**src/rtl/matmul_accel_slave_pkg.sv**
```systemverilog
// Shared definitions for the matrix-multiply accelerator slave.
// Register map regions, control/status bits and FSM states.
package matmul_accel_slave_pkg;

  localparam logic [1:0] RGN_REG = 2'd0;
  localparam logic [1:0] RGN_A   = 2'd1;
  localparam logic [1:0] RGN_B   = 2'd2;
  localparam logic [1:0] RGN_C   = 2'd3;

  localparam logic [5:0] OFS_CTRL   = 6'd0;
  localparam logic [5:0] OFS_STATUS = 6'd1;
  localparam logic [5:0] OFS_CYCLES = 6'd2;

  localparam int CTRL_START = 0;
  localparam int CTRL_CLR   = 1;
  localparam int STAT_BUSY  = 0;
  localparam int STAT_DONE  = 1;

  localparam int MAX_ELEMS = 64;

  typedef enum logic [1:0] {
    S_IDLE,
    S_MAC,
    S_STORE
  } state_t;

endpackage

```
**src/rtl/matmul_accel_slave_if.sv**
```systemverilog
// Native PicoRV32-style memory bus between interconnect and accelerator.
// Master drives request fields, slave returns ready pulse and read data.
interface matmul_accel_slave_if;
  logic        mem_valid;
  logic        mem_ready;
  logic [31:0] mem_addr;
  logic [31:0] mem_wdata;
  logic [3:0]  mem_wstrb;
  logic [31:0] mem_rdata;

  modport master (
    output mem_valid, mem_addr, mem_wdata, mem_wstrb,
    input  mem_ready, mem_rdata
  );

  modport slave (
    input  mem_valid, mem_addr, mem_wdata, mem_wstrb,
    output mem_ready, mem_rdata
  );
endinterface

```
**src/rtl/matmul_accel_slave_mac_unit.sv**
```systemverilog
// Registered signed multiply-accumulate, one product per enabled cycle.
// Clear has priority over enable; sum wraps at the accumulator width.
module matmul_mac_unit #(
  parameter int DATA_WIDTH = 8,
  parameter int ACC_WIDTH  = 32
) (
  input  logic                         clk,
  input  logic                         rst,
  input  logic                         i_clr,
  input  logic                         i_en,
  input  logic signed [DATA_WIDTH-1:0] i_a,
  input  logic signed [DATA_WIDTH-1:0] i_b,
  output logic signed [ACC_WIDTH-1:0]  o_acc
);

  logic signed [2*DATA_WIDTH-1:0] w_prod;
  logic signed [ACC_WIDTH-1:0]    r_acc;

  assign w_prod = i_a * i_b;
  assign o_acc  = r_acc;

  // accumulate sign-extended product, clear on request
  always_ff @(posedge clk) begin
    if (rst || i_clr)
      r_acc <= '0;
    else if (i_en)
      r_acc <= r_acc + ACC_WIDTH'(w_prod);
  end

endmodule

```
**src/rtl/matmul_accel_slave.sv**
```systemverilog
// Memory-mapped C = A*B accelerator with one sequential MAC engine.
// Bus decode, A/B/C buffers and the sequencing FSM live here.
module matmul_accel_slave
  import matmul_accel_slave_pkg::*;
#(
  parameter int DATA_WIDTH = 8,
  parameter int ACC_WIDTH  = 32,
  parameter int M          = 4,
  parameter int N          = 4,
  parameter int P          = 4
) (
  input  logic                 clk,
  input  logic                 rst,
  matmul_accel_slave_if.slave  bus,
  output logic                 busy,
  output logic                 irq_done
);

  localparam logic [5:0] LM = 6'(M - 1);
  localparam logic [5:0] LN = 6'(N - 1);
  localparam logic [5:0] LP = 6'(P - 1);

  logic                  r_ready;
  logic [31:0]           r_rdata;
  state_t                r_state;
  logic [5:0]            r_i;
  logic [5:0]            r_j;
  logic [5:0]            r_k;
  logic                  r_busy;
  logic                  r_done;
  logic                  r_irq;
  logic [31:0]           r_cnt;
  logic [31:0]           r_cycles;
  logic [DATA_WIDTH-1:0] r_a [MAX_ELEMS];
  logic [DATA_WIDTH-1:0] r_b [MAX_ELEMS];
  logic [ACC_WIDTH-1:0]  r_c [MAX_ELEMS];

  logic [1:0]            w_rgn;
  logic [5:0]            w_idx;
  logic                  w_wr;
  logic                  w_ctrl_wr;
  logic                  w_start;
  logic                  w_clr_done;
  logic                  w_a_ok;
  logic                  w_b_ok;
  logic                  w_c_ok;
  logic [5:0]            w_a_idx;
  logic [5:0]            w_b_idx;
  logic [5:0]            w_c_idx;
  logic [31:0]           w_rd;
  logic [ACC_WIDTH-1:0]  w_acc;
  logic                  w_unused_bits;

  assign w_rgn = bus.mem_addr[9:8];
  assign w_idx = bus.mem_addr[7:2];

  // a write lands at the end of the ready cycle, while valid is still held
  assign w_wr       = r_ready & bus.mem_valid & bus.mem_wstrb[0];
  assign w_ctrl_wr  = w_wr & (w_rgn == RGN_REG) & (w_idx == OFS_CTRL);
  assign w_start    = w_ctrl_wr & bus.mem_wdata[CTRL_START]
                    & (r_state == S_IDLE);
  assign w_clr_done = w_ctrl_wr & bus.mem_wdata[CTRL_CLR];

  assign w_a_ok = {1'b0, w_idx} < 7'(M * N);
  assign w_b_ok = {1'b0, w_idx} < 7'(N * P);
  assign w_c_ok = {1'b0, w_idx} < 7'(M * P);

  assign w_a_idx = r_i * 6'(N) + r_k;
  assign w_b_idx = r_k * 6'(P) + r_j;
  assign w_c_idx = r_i * 6'(P) + r_j;

  assign w_unused_bits = ^{bus.mem_addr[31:10], bus.mem_addr[1:0],
                           bus.mem_wdata[31:DATA_WIDTH],
                           bus.mem_wstrb[3:1]};

  assign bus.mem_ready = r_ready;
  assign bus.mem_rdata = r_rdata;
  assign busy          = r_busy;
  assign irq_done      = r_irq;

  matmul_mac_unit #(
    .DATA_WIDTH (DATA_WIDTH),
    .ACC_WIDTH  (ACC_WIDTH)
  ) u_mac (
    .clk   (clk),
    .rst   (rst),
    .i_clr (w_start | (r_state == S_STORE)),
    .i_en  (r_state == S_MAC),
    .i_a   (r_a[w_a_idx]),
    .i_b   (r_b[w_b_idx]),
    .o_acc (w_acc)
  );

  // read mux, sign-extending buffer elements to the bus width
  always_comb begin
    w_rd = '0;
    unique case (1'b1)
      (w_rgn == RGN_REG): begin
        if (w_idx == OFS_STATUS) begin
          w_rd[STAT_BUSY] = r_busy;
          w_rd[STAT_DONE] = r_done;
        end else if (w_idx == OFS_CYCLES) begin
          w_rd = r_cycles;
        end
      end
      (w_rgn == RGN_A):
        if (w_a_ok) w_rd = 32'($signed(r_a[w_idx]));
      (w_rgn == RGN_B):
        if (w_b_ok) w_rd = 32'($signed(r_b[w_idx]));
      (w_rgn == RGN_C):
        if (w_c_ok) w_rd = 32'($signed(r_c[w_idx]));
      default: w_rd = '0;
    endcase
  end

  // one-cycle ready pulse with data registered alongside it
  always_ff @(posedge clk) begin
    if (rst) begin
      r_ready <= 1'b0;
      r_rdata <= '0;
    end else begin
      r_ready <= bus.mem_valid & ~r_ready;
      r_rdata <= (bus.mem_valid & ~r_ready) ? w_rd : '0;
    end
  end

  // operand buffers take bus writes only when idle; C is filled by the FSM
  always_ff @(posedge clk) begin
    if (rst) begin
      for (int e = 0; e < MAX_ELEMS; e++) begin
        r_a[e] <= '0;
        r_b[e] <= '0;
        r_c[e] <= '0;
      end
    end else begin
      if (w_wr && !r_busy && (w_rgn == RGN_A) && w_a_ok)
        r_a[w_idx] <= bus.mem_wdata[DATA_WIDTH-1:0];
      if (w_wr && !r_busy && (w_rgn == RGN_B) && w_b_ok)
        r_b[w_idx] <= bus.mem_wdata[DATA_WIDTH-1:0];
      if (r_state == S_STORE)
        r_c[w_c_idx] <= w_acc;
    end
  end

  // sequencer: N MAC cycles then one STORE per output element
  always_ff @(posedge clk) begin
    if (rst) begin
      r_state  <= S_IDLE;
      r_i      <= '0;
      r_j      <= '0;
      r_k      <= '0;
      r_busy   <= 1'b0;
      r_done   <= 1'b0;
      r_irq    <= 1'b0;
      r_cnt    <= '0;
      r_cycles <= '0;
    end else begin
      r_irq <= 1'b0;
      if (w_clr_done)
        r_done <= 1'b0;
      unique case (r_state)
        S_IDLE: begin
          if (w_start) begin
            r_i     <= '0;
            r_j     <= '0;
            r_k     <= '0;
            r_done  <= 1'b0;
            r_cnt   <= '0;
            r_busy  <= 1'b1;
            r_state <= S_MAC;
          end
        end
        S_MAC: begin
          r_cnt <= r_cnt + 32'd1;
          if (r_k == LN)
            r_state <= S_STORE;
          else
            r_k <= r_k + 6'd1;
        end
        S_STORE: begin
          r_cnt <= r_cnt + 32'd1;
          r_k   <= '0;
          if (r_i == LM && r_j == LP) begin
            r_state  <= S_IDLE;
            r_busy   <= 1'b0;
            r_done   <= 1'b1;
            r_irq    <= 1'b1;
            r_cycles <= r_cnt + 32'd1;
          end else begin
            r_state <= S_MAC;
            if (r_j == LP) begin
              r_j <= '0;
              r_i <= r_i + 6'd1;
            end else begin
              r_j <= r_j + 6'd1;
            end
          end
        end
        default: r_state <= S_IDLE;
      endcase
    end
  end

endmodule

```
**src/flat_wrapper.sv**
```systemverilog
// flat-port wrapper written by rule: the top's interface ports become plain ports
module matmul_accel_slave_flat import matmul_accel_slave_pkg::*;
#(
  parameter int DATA_WIDTH = 8,
  parameter int ACC_WIDTH  = 32,
  parameter int M          = 4,
  parameter int N          = 4,
  parameter int P          = 4
)
  (clk, rst, busy, irq_done, bus_mem_valid, bus_mem_addr, bus_mem_wdata, bus_mem_wstrb, bus_mem_ready, bus_mem_rdata);
  matmul_accel_slave_if bus_i ();
  input  logic clk;
  input  logic rst;
  output logic busy;
  output logic irq_done;
  input wire logic [$bits(bus_i.mem_valid)-1:0] bus_mem_valid;
  input wire logic [$bits(bus_i.mem_addr)-1:0] bus_mem_addr;
  input wire logic [$bits(bus_i.mem_wdata)-1:0] bus_mem_wdata;
  input wire logic [$bits(bus_i.mem_wstrb)-1:0] bus_mem_wstrb;
  output wire logic [$bits(bus_i.mem_ready)-1:0] bus_mem_ready;
  output wire logic [$bits(bus_i.mem_rdata)-1:0] bus_mem_rdata;
  assign bus_i.mem_valid = bus_mem_valid;
  assign bus_i.mem_addr = bus_mem_addr;
  assign bus_i.mem_wdata = bus_mem_wdata;
  assign bus_i.mem_wstrb = bus_mem_wstrb;
  assign bus_mem_ready = bus_i.mem_ready;
  assign bus_mem_rdata = bus_i.mem_rdata;
  matmul_accel_slave #(.DATA_WIDTH(DATA_WIDTH), .ACC_WIDTH(ACC_WIDTH), .M(M), .N(N), .P(P)) u_core (.clk(clk), .rst(rst), .bus(bus_i), .busy(busy), .irq_done(irq_done));
endmodule
```
**config.mk**
```make
export PLATFORM = sky130hd
export DESIGN_NAME = matmul_accel_slave_flat
export DESIGN_NICKNAME = d
export VERILOG_FILES = /design/src/rtl/matmul_accel_slave_pkg.sv /design/src/rtl/matmul_accel_slave_if.sv /design/src/rtl/matmul_accel_slave_mac_unit.sv /design/src/rtl/matmul_accel_slave.sv /design/src/flat_wrapper.sv
export SDC_FILE = /design/constraint.sdc
export NUM_CORES = 2
export LEC_CHECK = 0
export CAP_MARGIN = 25
export CORE_ASPECT_RATIO = 2
export CORE_MARGIN = 2
export CORE_UTILIZATION = 40
export CTS_BUF_LIST = sky130_fd_sc_hd__clkbuf_8
export CTS_CLUSTER_DIAMETER = 40
export DETAILED_ROUTE_END_ITERATION = 16
export SYNTH_ARGS = -nofsm -noshare
export SYNTH_HDL_FRONTEND = slang
export SYNTH_SLANG_ARGS = --single-unit
```
**constraint.sdc**
```tcl
create_clock -name clk -period 18.5 [get_ports clk]
set_input_delay 1.85 -clock clk [delete_from_list [all_inputs] [get_ports clk]]
set_output_delay 1.85 -clock clk [all_outputs]
set_load 0.05 [all_outputs]
```
==> Implementation_results.wiki <==
{| class="wikitable"
! Metric !! Value
|-
| Result of the run || finished clean
|-
| Number of global-route vias before repair || 67000
|-
| Critical Setup Path Class || register to register
|-
| Global-route wire length before repair || 460000 um
|-
| Clock tree from TritonCTS || done
|-
| Final Util || 45.1%
|-
| Total negative slack || 0 ns
|-
| Initial Util || 40.1%
|-
| Clock H-tree levels || 5
|-
| Nets || 8251
|-
| Master cell of the clock root buffer || sky130_fd_sc_hd__clkbuf_8
|-
| Fmax achieved || 100 MHz
|-
| Count of pins on the block boundary || 106
|-
| RSZ-0062 raised after global routing || no
|-
| Drt first-iter violations || 6219
|-
| Total of buffers placed on input and output ports || 54
|-
| Reported max-cap violation count || 0
|-
| Share of post-route cells with drive strength above 1 || 15.2%
|-
| Latest clock arrival within the worst-skew pair || 1.02 ns
|-
| Number of buffers inserted by post-CTS setup repair || 0
|-
| Most used flip-flop cell after synthesis || sky130_fd_sc_hd__edfxtp_1
|-
| Required time reported for the critical path endpoint || 19.41 ns
|-
| Tmin final || 9.97 ns
|-
| Main combinational cell family by area after synthesis || simple AND/OR/NAND/NOR gates
|-
| Largest net degree at the start of global routing || 93
|-
| Vertical die dimension || 718 um
|-
| Leakage Power || 0.0407 uW
|-
| Proportion of synthesized flip-flops having asynchronous set or reset || 0%
|-
| Antenna viol nets, final || 0
|-
| Final max-slew violation count || 0
|-
| Number of hold violations in the final report || 0
|-
| Post-placement cell area || 109000 sq um
|-
| Final weighted congestion in routability-driven placement || 0.892
|-
| CP endpoint kind || register
|-
| Most used cells in the layout excluding fill and tap cells || 2024 x sky130_fd_sc_hd__edfxtp_1, 1092 x sky130_fd_sc_hd__and2_1, 768 x sky130_fd_sc_hd__conb_1, 335 x sky130_fd_sc_hd__clkbuf_8, 329 x sky130_fd_sc_hd__mux4_2
|-
| Dpl hpwl || 204000 um
|-
| Setup Viol. Count Final || 0
|-
| Adder-Cell Fraction of Synth Area || 3.80%
|-
| Count of unresolved DRC violations after routing || 0
|-
| CP Data Arrival Time || 10.88 ns
|-
| Antenna violations before repair || 12
|-
| Number of instances in the placed design || 10900
|-
| Post-cts sizing count || 0
|-
| CTS buffer count || 319
|-
| Period utilization || 53.9%
|-
| Die width || 361 um
|-
| Rel. slew slack || 26.5%
|-
| Crit path launch type || register
|-
| Synth cell types || 86
|-
| Fill cell instance count of the final layout || 22500
|-
| Share of the synthesized area in the top cell type || 59.6%
|-
| Post-Synthesis Mean Instance Area || 13.8 sq um
|-
| All-Layer GR Usage || 24.5%
|-
| Area of the core region || 254000 sq um
|-
| Final worst clock skew || 0.0593 ns
|-
| Synthesized-area fraction occupied by and/or/nand/nor cells || 12.6%
|-
| Count of standard-cell rows || 262
|-
| HP Class || register to register
|-
| Largest vdd supply drop || 0.0556 mV
|-
| Number of warnings printed during yosys synthesis || 0
|-
| Detailed-route wire length || 321000 um
|-
| CTS Buffer Depth || 4
|-
| Growth of design area from synthesis to finish || 12.4%
|-
| Number of hold buffers added after CTS || 0
|-
| Post-synthesis mux area share || 9.08%
|-
| Average wire per standard cell || 27.9 um
|-
| Number of enable-type register cells in the synthesized netlist || 2024
|-
| Parity-gate share of the synthesized area counting xor and xnor cells || 0.670%
|-
| Share of synthesized area occupied by flip-flops and latches || 62.6%
|-
| Compound-Gate Fraction of Synth Area || 7.48%
|-
| Detailed-routing iteration count for the pre-antenna-repair pass || 6
|-
| Worst-margin pin slew || 1.10 ns
|-
| Synthesized flop and latch total || 2176
|-
| Post-layout power || 10300 uW
|-
| Clock transition at the registers of the reported paths || 0.07 ns
|-
| DR vias || 64700
|-
| Post-synthesis cell count || 7389
|-
| TritonCTS Sinks || 2176
|-
| Syn Std Cell Area || 102000 sq um
|-
| Most frequent standard cell in the layout excluding fill and tap cells || sky130_fd_sc_hd__edfxtp_1
|-
| Pwr dens || 89.7 nW/um^2
|-
| Final standard cell area without fillers || 115000 sq um
|-
| Maximum fanout along the worst path || 53
|-
| Cells taking the most area after synthesis || sky130_fd_sc_hd__edfxtp_1 60%, sky130_fd_sc_hd__mux4_2 7.3%, sky130_fd_sc_hd__and2_1 6.7%, sky130_fd_sc_hd__dfxtp_1 3.0%, sky130_fd_sc_hd__fa_1 2.7%
|-
| Total grt overflow || 0
|-
| Area leader, netlist || sky130_fd_sc_hd__edfxtp_1
|-
| Via-per-instance ratio || 5.63
|-
| Total die area || 259000 sq um
|-
| Layout Cells excl Fill || 11500
|}
[flip-flops by register name, summed over array words and instances (netlist names)]
register,cells
u_core.bus.mem_rdata,32
u_core.bus.mem_ready,1
u_core.busy,1
u_core.irq_done,1
u_core.r_a,512
u_core.r_b,512
u_core.r_c,1000
u_core.r_cnt,32
u_core.r_cycles,32
u_core.r_done,1
u_core.r_i,6
u_core.r_j,6
u_core.r_k,6
u_core.r_state,2
u_core.u_mac.o_acc,32
[report_power, final]
group | switching (uW) | internal (uW) | leakage [uW] | total (uW)
Clock | 1910 | 1800 | 0.00335 | 3710
Combinational | 550 | 277 | 0.0164 | 826
Sequential | 89.3 | 5650 | 0.0209 | 5740
Total | 2550 | 7730 | 0.0407 | 10300
[kinds of logic (layout without fill, tap and decap cells)]
logic type               Yosys count  count (layout)
buffers and inverters            959             987
AO/OA/AOI/OAI                   1086            1086
AND/OR/NAND/NOR                 2356            2356
adder cells (fa/ha/maj)          226             226
multiplexers                     507             507
other                              1             786
XOR/XNOR                          78              78
flip-flops                      2176            2176
[critical path, stage by stage (launching register included)]
cell and delay (ns):
sky130_fd_sc_hd__dfxtp_4 0.38, sky130_fd_sc_hd__buf_4 0.60, sky130_fd_sc_hd__buf_4 0.78, sky130_fd_sc_hd__buf_4 0.55
sky130_fd_sc_hd__mux4_2 0.39, sky130_fd_sc_hd__mux4_2 0.47, sky130_fd_sc_hd__nand2_1 0.09, sky130_fd_sc_hd__nand2_1 0.06
sky130_fd_sc_hd__o21ai_2 0.44, sky130_fd_sc_hd__nor2_1 0.22, sky130_fd_sc_hd__fa_1 0.62, sky130_fd_sc_hd__fa_1 1.20
sky130_fd_sc_hd__inv_1 0.36, sky130_fd_sc_hd__fa_1 0.57, sky130_fd_sc_hd__inv_1 0.05, sky130_fd_sc_hd__fa_1 0.44
sky130_fd_sc_hd__ha_1 0.28, sky130_fd_sc_hd__ha_1 0.34, sky130_fd_sc_hd__nand2_1 0.12, sky130_fd_sc_hd__a21oi_1 0.26
sky130_fd_sc_hd__a2111oi_0 0.19, sky130_fd_sc_hd__o41ai_2 0.52, sky130_fd_sc_hd__a31oi_1 0.19, sky130_fd_sc_hd__or4b_1 0.49
sky130_fd_sc_hd__nand3_1 0.08
[Yosys cell counts (7+ instances only)]
master / instances
sky130_fd_sc_hd__buf_4: 20
sky130_fd_sc_hd__a211oi_1: 53
sky130_fd_sc_hd__nand4_1: 80
sky130_fd_sc_hd__and2_1: 1096
sky130_fd_sc_hd__dfxtp_1: 152
sky130_fd_sc_hd__mux2_2: 53
sky130_fd_sc_hd__a21o_1: 17
sky130_fd_sc_hd__clkbuf_1: 608
sky130_fd_sc_hd__a22o_1: 80
sky130_fd_sc_hd__ha_1: 87
sky130_fd_sc_hd__nor2_1: 339
sky130_fd_sc_hd__a22oi_1: 293
sky130_fd_sc_hd__buf_1: 89
sky130_fd_sc_hd__nand2_1: 321
sky130_fd_sc_hd__mux4_2: 329
sky130_fd_sc_hd__o211ai_1: 33
sky130_fd_sc_hd__inv_1: 107
sky130_fd_sc_hd__xnor2_1: 37
sky130_fd_sc_hd__or3_1: 8
sky130_fd_sc_hd__nor2b_1: 29
sky130_fd_sc_hd__buf_2: 118
sky130_fd_sc_hd__xor2_1: 41
sky130_fd_sc_hd__and3_1: 12
sky130_fd_sc_hd__buf_6: 10
sky130_fd_sc_hd__a2111oi_0: 15
sky130_fd_sc_hd__nand3b_1: 10
sky130_fd_sc_hd__fa_1: 139
sky130_fd_sc_hd__mux2i_1: 125
sky130_fd_sc_hd__nand3_1: 87
sky130_fd_sc_hd__or2_2: 98
sky130_fd_sc_hd__edfxtp_1: 2024
sky130_fd_sc_hd__a221oi_1: 122
sky130_fd_sc_hd__nand2b_1: 21
sky130_fd_sc_hd__inv_2: 7
sky130_fd_sc_hd__nor3_1: 213
sky130_fd_sc_hd__a21oi_1: 214
sky130_fd_sc_hd__o21a_1: 7
sky130_fd_sc_hd__o21ai_2: 10
sky130_fd_sc_hd__a222oi_1: 8
sky130_fd_sc_hd__o21ai_0: 118
sky130_fd_sc_hd__nor4_1: 7
sky130_fd_sc_hd__a31oi_1: 51
[worst paths after layout]
path / cells past startpoint / slack (ns) / to / startpoint
setup / recovery: 24 / 8.53 / u_core.u_mac.o_acc[27] / u_core.r_k[1]
hold / removal: 2 / 0.46 / u_core.r_done / u_core.r_done
setup reg to reg: 24 / 8.53 / u_core.u_mac.o_acc[27] / u_core.r_k[1]
hold reg to reg: 2 / 0.46 / u_core.r_done / u_core.r_done
[layout make-up]
type / count / area (sq um) / share of cell area, %
Antenna cell: 18 / 45.0 / 0.0393
Multi-Input combinational cell: 5021 / 37400 / 32.7
Tap cell: 3300 / 4130 / 3.60
Timing Repair Buffer: 322 / 2940 / 2.56
Inverter: 114 / 428 / 0.373
Clock inverter: 217 / 1220 / 1.06
Sequential cell: 2176 / 63800 / 55.7
Clock buffer: 334 / 4600 / 4.01
[per-stage QoR]
stage / hold slack, ns / setup slack (ns)
after floorplan: 0.435 / 11.02
after global placement: 0.452 / 8.53
after detailed placement: 0.453 / 8.52
after CTS: 0.461 / 8.39
after global routing: 0.502 / 8.02
final: 0.458 / 8.53
[per-layer routing]
| metal | part of all wire (%) | up-vias | global-route usage (%) |
|---|---|---|---|
| met5 | 0.0081 | - | 0 |
| met1 | 32 | 32800 | 25.2 |
| met3 | 6.7 | 951 | 3.45 |
| met2 | 51 | 3137 | 43.9 |
| met4 | 9.5 | 4 | 19.9 |
| li1 | - | 27800 | - |
(Power assumes the default switching activity.)
